[config.mk]
export PLATFORM = sky130hd
export DESIGN_NAME = univ_shift_reg_flat
export DESIGN_NICKNAME = d
export VERILOG_FILES = /design/src/rtl/univ_shift_reg_if.sv /design/src/rtl/univ_shift_reg.sv /design/src/flat_wrapper.sv
export SDC_FILE = /design/constraint.sdc
export NUM_CORES = 1
export LEC_CHECK = 0
export CAP_MARGIN = 20
export CORE_MARGIN = 2
export CORE_UTILIZATION = 45
export CTS_BUF_LIST = sky130_fd_sc_hd__clkbuf_8
export CTS_CLUSTER_DIAMETER = 100
export DETAILED_ROUTE_END_ITERATION = 8
export PLACE_DENSITY = 0.76
export SETUP_SLACK_MARGIN = 0.2
export SLEW_MARGIN = 20
export SYNTH_ARGS = -nofsm -noshare
export SYNTH_HDL_FRONTEND = slang
export SYNTH_SLANG_ARGS = --single-unit
[constraint.sdc]
create_clock -name clk -period 1.7 [get_ports clk]
set_clock_uncertainty 0.1 [all_clocks]
set_input_delay 0.17 -clock clk [delete_from_list [all_inputs] [get_ports clk]]
set_output_delay 0.17 -clock clk [all_outputs]
set_load 0.03 [all_outputs]
[src/rtl/univ_shift_reg_if.sv]
// Bus bundle for univ_shift_reg: step/sequence controls in, register state and handshake out.
// master = controlling FSM or bench, slave = the register.
interface univ_shift_reg_if #(
    parameter int WIDTH = 8,
    parameter int AMT_W = 3
);
    logic             en;
    logic [2:0]       mode;
    logic [WIDTH-1:0] din;
    logic             sin_l;
    logic             sin_r;
    logic             start;
    logic [AMT_W-1:0] amt;
    logic [WIDTH-1:0] qout;
    logic             sout_msb;
    logic             sout_lsb;
    logic             busy;
    logic             done;
    logic             carry;

    modport master (
        output en, mode, din, sin_l, sin_r, start, amt,
        input  qout, sout_msb, sout_lsb, busy, done, carry
    );

    modport slave (
        input  en, mode, din, sin_l, sin_r, start, amt,
        output qout, sout_msb, sout_lsb, busy, done, carry
    );
endinterface

[src/rtl/univ_shift_reg.sv]
// Universal WIDTH-bit register: hold/load/clear/shift/rotate plus an N-step shift sequencer.
// Define UREG_CARRY_EN to add a registered carry holding the last bit shifted or rotated out.
module univ_shift_reg #(
    parameter int WIDTH = 8,
    parameter int AMT_W = 3
) (
    input logic             clk,
    input logic             rst,
    univ_shift_reg_if.slave bus
);
    typedef enum logic [1:0] {IDLE, RUN, DONE} state_t;

    localparam logic [2:0] M_HOLD = 3'b000;
    localparam logic [2:0] M_LOAD = 3'b001;
    localparam logic [2:0] M_SHL  = 3'b010;
    localparam logic [2:0] M_SHR  = 3'b011;
    localparam logic [2:0] M_ROL  = 3'b100;
    localparam logic [2:0] M_ROR  = 3'b101;
    localparam logic [2:0] M_ASR  = 3'b110;
    localparam logic [2:0] M_CLR  = 3'b111;

    state_t           state, state_nxt;
    logic [WIDTH-1:0] q, q_nxt;
    logic [2:0]       op_r, op_nxt;
    logic [AMT_W-1:0] cnt, cnt_nxt;
    logic             step_en;
    logic [2:0]       step_mode;
    logic             busy_r, done_r;

    function automatic logic is_shift(input logic [2:0] m);
        return (m >= M_SHL) && (m <= M_ASR);
    endfunction

    function automatic logic [WIDTH-1:0] step_fn(input logic [2:0]       m,
                                                 input logic [WIDTH-1:0] v,
                                                 input logic [WIDTH-1:0] d,
                                                 input logic             sl,
                                                 input logic             sr);
        logic [WIDTH-1:0] r;
        case (m)
            M_HOLD:  r = v;
            M_LOAD:  r = d;
            M_SHL:   r = {v[WIDTH-2:0], sl};
            M_SHR:   r = {sr, v[WIDTH-1:1]};
            M_ROL:   r = {v[WIDTH-2:0], v[WIDTH-1]};
            M_ROR:   r = {v[0], v[WIDTH-1:1]};
            M_ASR:   r = {v[WIDTH-1], v[WIDTH-1:1]};
            default: r = '0;
        endcase
        return r;
    endfunction

    // A start with a non-shift mode swallows the whole cycle, including en.
    always_comb begin
        state_nxt = state;
        op_nxt    = op_r;
        cnt_nxt   = cnt;
        step_en   = 1'b0;
        step_mode = M_HOLD;
        case (state)
            IDLE: begin
                if (bus.start) begin
                    if (is_shift(bus.mode)) begin
                        op_nxt    = bus.mode;
                        cnt_nxt   = bus.amt;
                        state_nxt = (bus.amt == '0) ? DONE : RUN;
                    end
                end else if (bus.en) begin
                    step_en   = 1'b1;
                    step_mode = bus.mode;
                end
            end
            RUN: begin
                step_en   = 1'b1;
                step_mode = op_r;
                cnt_nxt   = cnt - 1'b1;
                if (cnt == AMT_W'(1)) begin
                    state_nxt = DONE;
                end
            end
            DONE:    state_nxt = IDLE;
            default: state_nxt = IDLE;
        endcase
        q_nxt = step_en ? step_fn(step_mode, q, bus.din, bus.sin_l, bus.sin_r) : q;
    end

    // busy/done come straight from flops, decoded from the next state.
    always_ff @(posedge clk or posedge rst) begin
        if (rst) begin
            state  <= IDLE;
            q      <= '0;
            op_r   <= M_HOLD;
            cnt    <= '0;
            busy_r <= 1'b0;
            done_r <= 1'b0;
        end else begin
            state  <= state_nxt;
            q      <= q_nxt;
            op_r   <= op_nxt;
            cnt    <= cnt_nxt;
            busy_r <= (state_nxt != IDLE);
            done_r <= (state_nxt == DONE);
        end
    end

`ifdef UREG_CARRY_EN
    logic carry_r, carry_nxt;

    always_comb begin
        carry_nxt = carry_r;
        if (step_en) begin
            case (step_mode)
                M_SHL, M_ROL:        carry_nxt = q[WIDTH-1];
                M_SHR, M_ROR, M_ASR: carry_nxt = q[0];
                M_LOAD, M_CLR:       carry_nxt = 1'b0;
                default:             carry_nxt = carry_r;
            endcase
        end
    end

    always_ff @(posedge clk or posedge rst) begin
        if (rst) begin
            carry_r <= 1'b0;
        end else begin
            carry_r <= carry_nxt;
        end
    end

    assign bus.carry = carry_r;
`else
    assign bus.carry = 1'b0;
`endif

    assign bus.qout     = q;
    assign bus.sout_msb = q[WIDTH-1];
    assign bus.sout_lsb = q[0];
    assign bus.busy     = busy_r;
    assign bus.done     = done_r;
endmodule

[src/flat_wrapper.sv]
// flat-port wrapper written by rule: the top's interface ports become plain ports
module univ_shift_reg_flat 
#(
    parameter int WIDTH = 8,
    parameter int AMT_W = 3
)
  (clk, rst, bus_en, bus_mode, bus_din, bus_sin_l, bus_sin_r, bus_start, bus_amt, bus_qout, bus_sout_msb, bus_sout_lsb, bus_busy, bus_done, bus_carry);
  univ_shift_reg_if #(.WIDTH(WIDTH), .AMT_W(AMT_W)) bus_i ();
  input logic clk;
  input logic rst;
  input wire logic [$bits(bus_i.en)-1:0] bus_en;
  input wire logic [$bits(bus_i.mode)-1:0] bus_mode;
  input wire logic [$bits(bus_i.din)-1:0] bus_din;
  input wire logic [$bits(bus_i.sin_l)-1:0] bus_sin_l;
  input wire logic [$bits(bus_i.sin_r)-1:0] bus_sin_r;
  input wire logic [$bits(bus_i.start)-1:0] bus_start;
  input wire logic [$bits(bus_i.amt)-1:0] bus_amt;
  output wire logic [$bits(bus_i.qout)-1:0] bus_qout;
  output wire logic [$bits(bus_i.sout_msb)-1:0] bus_sout_msb;
  output wire logic [$bits(bus_i.sout_lsb)-1:0] bus_sout_lsb;
  output wire logic [$bits(bus_i.busy)-1:0] bus_busy;
  output wire logic [$bits(bus_i.done)-1:0] bus_done;
  output wire logic [$bits(bus_i.carry)-1:0] bus_carry;
  assign bus_i.en = bus_en;
  assign bus_i.mode = bus_mode;
  assign bus_i.din = bus_din;
  assign bus_i.sin_l = bus_sin_l;
  assign bus_i.sin_r = bus_sin_r;
  assign bus_i.start = bus_start;
  assign bus_i.amt = bus_amt;
  assign bus_qout = bus_i.qout;
  assign bus_sout_msb = bus_i.sout_msb;
  assign bus_sout_lsb = bus_i.sout_lsb;
  assign bus_busy = bus_i.busy;
  assign bus_done = bus_i.done;
  assign bus_carry = bus_i.carry;
  univ_shift_reg #(.WIDTH(WIDTH), .AMT_W(AMT_W)) u_core (.clk(clk), .rst(rst), .bus(bus_i));
endmodule
==> out/results.ini <==
[placed_design]
place.gp.congestion=0.842
dp_hpwl_um=2650
io_buffers=31
dpl_worst_slack_ns=-0.491

[layout]
antennaDiodeCount=0
drive_above_1_share_pct=34.4
nNetsFinal=209
fin_util_pct=73.5
syn_to_final_growth_pct=54.4

[floorplanning]
num_rows=19
start_util_pct=47.6
design.core.area_mm2=0.00276
dieArea_mm2=0.00336
ioPinCount=33
fp.dieW_um=58.0
die_h_um=58.0

[worst_setup_path]
r2r_cells=6
cp.arrival_ns=1.94
end_kind=flip-flop
setup.worst_path.start_class=flip-flop
critPathKind=reg -> reg
required_ns=1.79
r2r_slack_ns=-0.14
worstPathMaxFanout=8

[drt]
routed_via_density=6.18
dr_total_vias=1340
drt_first_iter_violations=66
dr.pass1.iters=4
drt_wl_total_um=3700
drc=0
post_drt_wl_per_cell_um=17.1
drtAntennaViolNets=0

[clock_tree]
hold_buffers=0
numCtsBuffers=3
clk_pin_slew_ns=0.07
h-tree-depth=1
insertion_delay_ns=0.25
cts.path.max_buffers=2
cts_root_buf=clkbuf_8
tritoncts=built
cts_sinks=18

[power_and_ir_drop]
power_leakage_nw=0.873
clkPwrFrac_pct=9.0
switching_share_pct=45.7
power_frac_comb_pct=68.9
p_seq_share_pct=22.1
finalPower_w=0.00391
powerDensity_mw_per_mm2=1930
internal-power_w=0.00213
vdd_drop_max_v=0.00151
p_switching_w=0.00179

[synthesis]
synth_seq_cells=18
ys_top_cells_by_area=dfrtp_1 34%, a221o_1 4.6%, o211ai_1 4.0%, mux2_2 3.4%, nand2_1 3.4%
synth_top_family_by_area=compound AO/OA/AOI/OAI gates
synth_mux_area_share_pct=3.43
yosysTopAreaCellShare_pct=34.3
async_flop_share_pct=100
synth_top_cell_by_area=dfrtp_1
synth-xor-area-share_pct=1.24
yosysWarnings=0
yosys.area_share.simple_pct=25.0
synth.distinct_cells=48
syn_area_per_cell_um2=9.87
synth_compound_area_share_pct=26.8
synth_nets=155
netlist_area_mm2=0.00131
synth_edf_count=0
synth-adder-area-share_pct=1.91
ys_seq_area_share_pct=34.3
dominantRegCellSynth=dfrtp_1
syn_inst=133

[timing]
timing.final.ws_setup_ns=-0.142
final-hold-violation-count=0
period_needed_ns=1.84
whs_ns=0.133
timing.final.crit_share_pct=108
finalMaxSlewViolations=0
fmax_mhz=543
setup_viol=8
rsz0062_at_grt=yes

[grt]
grt_overflow=0
grt_pass1_vias=1311
grt_usage_pct=23.0
antenna_found_initial=0
grt_max_degree=19
grt_pass1_wl_um=5980

[job]
maxCapViolCount=0

[outcome]
violations=negative setup slack
outcome=finished with violations

[worst_hold_path]
worstHoldPathType=in -> async

-- cell usage after synthesis (2+ instances only) --
library cell and instances:
nor2_1 4, nand2b_1 2, ha_1 2, nand4bb_1 2
o2111ai_1 2, nand3_1 8, a21oi_1 2, nand2_1 12
nand4_1 7, buf_4 4, a221o_1 6, nor2b_1 2
mux2_2 4, o211ai_1 7, nor3_1 3, and2_1 5
inv_1 6, buf_2 2, buf_6 2, dfrtp_1 18
o2bb2ai_1 2, a211oi_1 4, o21ai_0 2
-- state kept, by name (all words and copies together) (netlist names) --
| signal | flops |
|---|---|
| u_core.state | 2 |
| u_core.bus.done | 1 |
| u_core.cnt | 3 |
| u_core.op_r | 3 |
| u_core.bus.qout | 8 |
| u_core.bus.busy | 1 |
-- metal layers --
metal	vias up	routed length, µm	share of wire [%]	track usage (%)
li1	628	-	-	-
met1	644	1440	39	26.9
met5	-	0	0	0
met4	0	72	1.9	6.98
met2	57	1990	54	42.2
met3	11	200	5.4	4.46
-- cell families (layout without fill, tap and decap cells) --
group / Yosys count / count (layout)
xor gates and xnor gates: 1 / 1
and+or+nand+nor: 54 / 54
adders and majority gates: 2 / 2
DFF: 18 / 18
buffers and inverters: 16 / 69
AOI/OAI and AO/OA: 37 / 37
muxes: 4 / 4
other: 1 / 1
-- critical path: stages, from the launching register on --
cell and delay [ns]:
dfrtp_2 0.46, and4bb_4 0.37, a21oi_4 0.05, xnor2_2 0.14
buf_4 0.16, nor3_4 0.30, a221o_1 0.22
-- what timing repair did --
action / in CTS / in global routing
resized for setup: 38 / 12
endpoints found under the setup margin: 26 / 14
buffers inserted: 4 / 3
pin swaps: 9 / 6
-- final timing paths --
| check | from | endpoint |
|---|---|---|
| max | u_core.state[0] | u_core.bus.qout[2] |
| min | rst | u_core.bus.qout[1] |
| max reg2reg | u_core.state[0] | u_core.bus.qout[2] |
| min reg2reg | u_core.op_r[2] | u_core.op_r[2] |
| max in group asynchronous | rst | u_core.state[0] |
| min in group clk | bus_mode[2] | u_core.op_r[2] |
-- power groups by stage --
stage	Clock (W)	Combinational, W	Sequential, W
final	0.000352	0.00270	0.000864
after global routing	0.000376	0.00290	0.000888
after CTS	0.000362	0.00254	0.000856
after detailed placement	0	0.00242	0.000850
after global placement	0	0.00236	0.000837
after floorplan	0	0.00146	0.000991
-- layout by cell type, fill, tap and decap left out, drive strengths merged, types with 3 or more instances in the layout --
master / Yosys / routed
clkdlybuf4s50: 0 / 14
inv: 6 / 5
nand2: 13 / 13
mux2: 4 / 4
nand3: 8 / 8
a21oi: 3 / 3
nor2: 4 / 4
a221oi: 3 / 3
and4bb: 3 / 3
dlygate4sd2: 0 / 16
a211oi: 4 / 4
a221o: 6 / 6
and2: 5 / 5
o211ai: 7 / 7
dfrtp: 18 / 18
nand4: 7 / 7
buf: 9 / 28
clkbuf: 1 / 4
nor3: 4 / 4
-- per-stage QoR --
stage / setup TNS (ns) / std cells / area (µm²)
floorplan: -0.789 / 133 / 1340
global placement: -3.78 / 206 / 1790
detailed placement: -4.26 / 206 / 1790
CTS: -0.894 / 214 / 1960
global route: -1.83 / 217 / 2030
finish: -1.07 / 217 / 2030
-- cell type report --
class / count / area [µm²]
Fill cell: 182 / 731
Clock buffer: 4 / 55.1
Inverter: 6 / 27.5
Tap cell: 31 / 38.8
Multi-Input combinational cell: 99 / 920
Timing Repair Buffer: 59 / 534
Sequential cell: 18 / 452
Note: power is estimated with default switching activity, not from simulation.
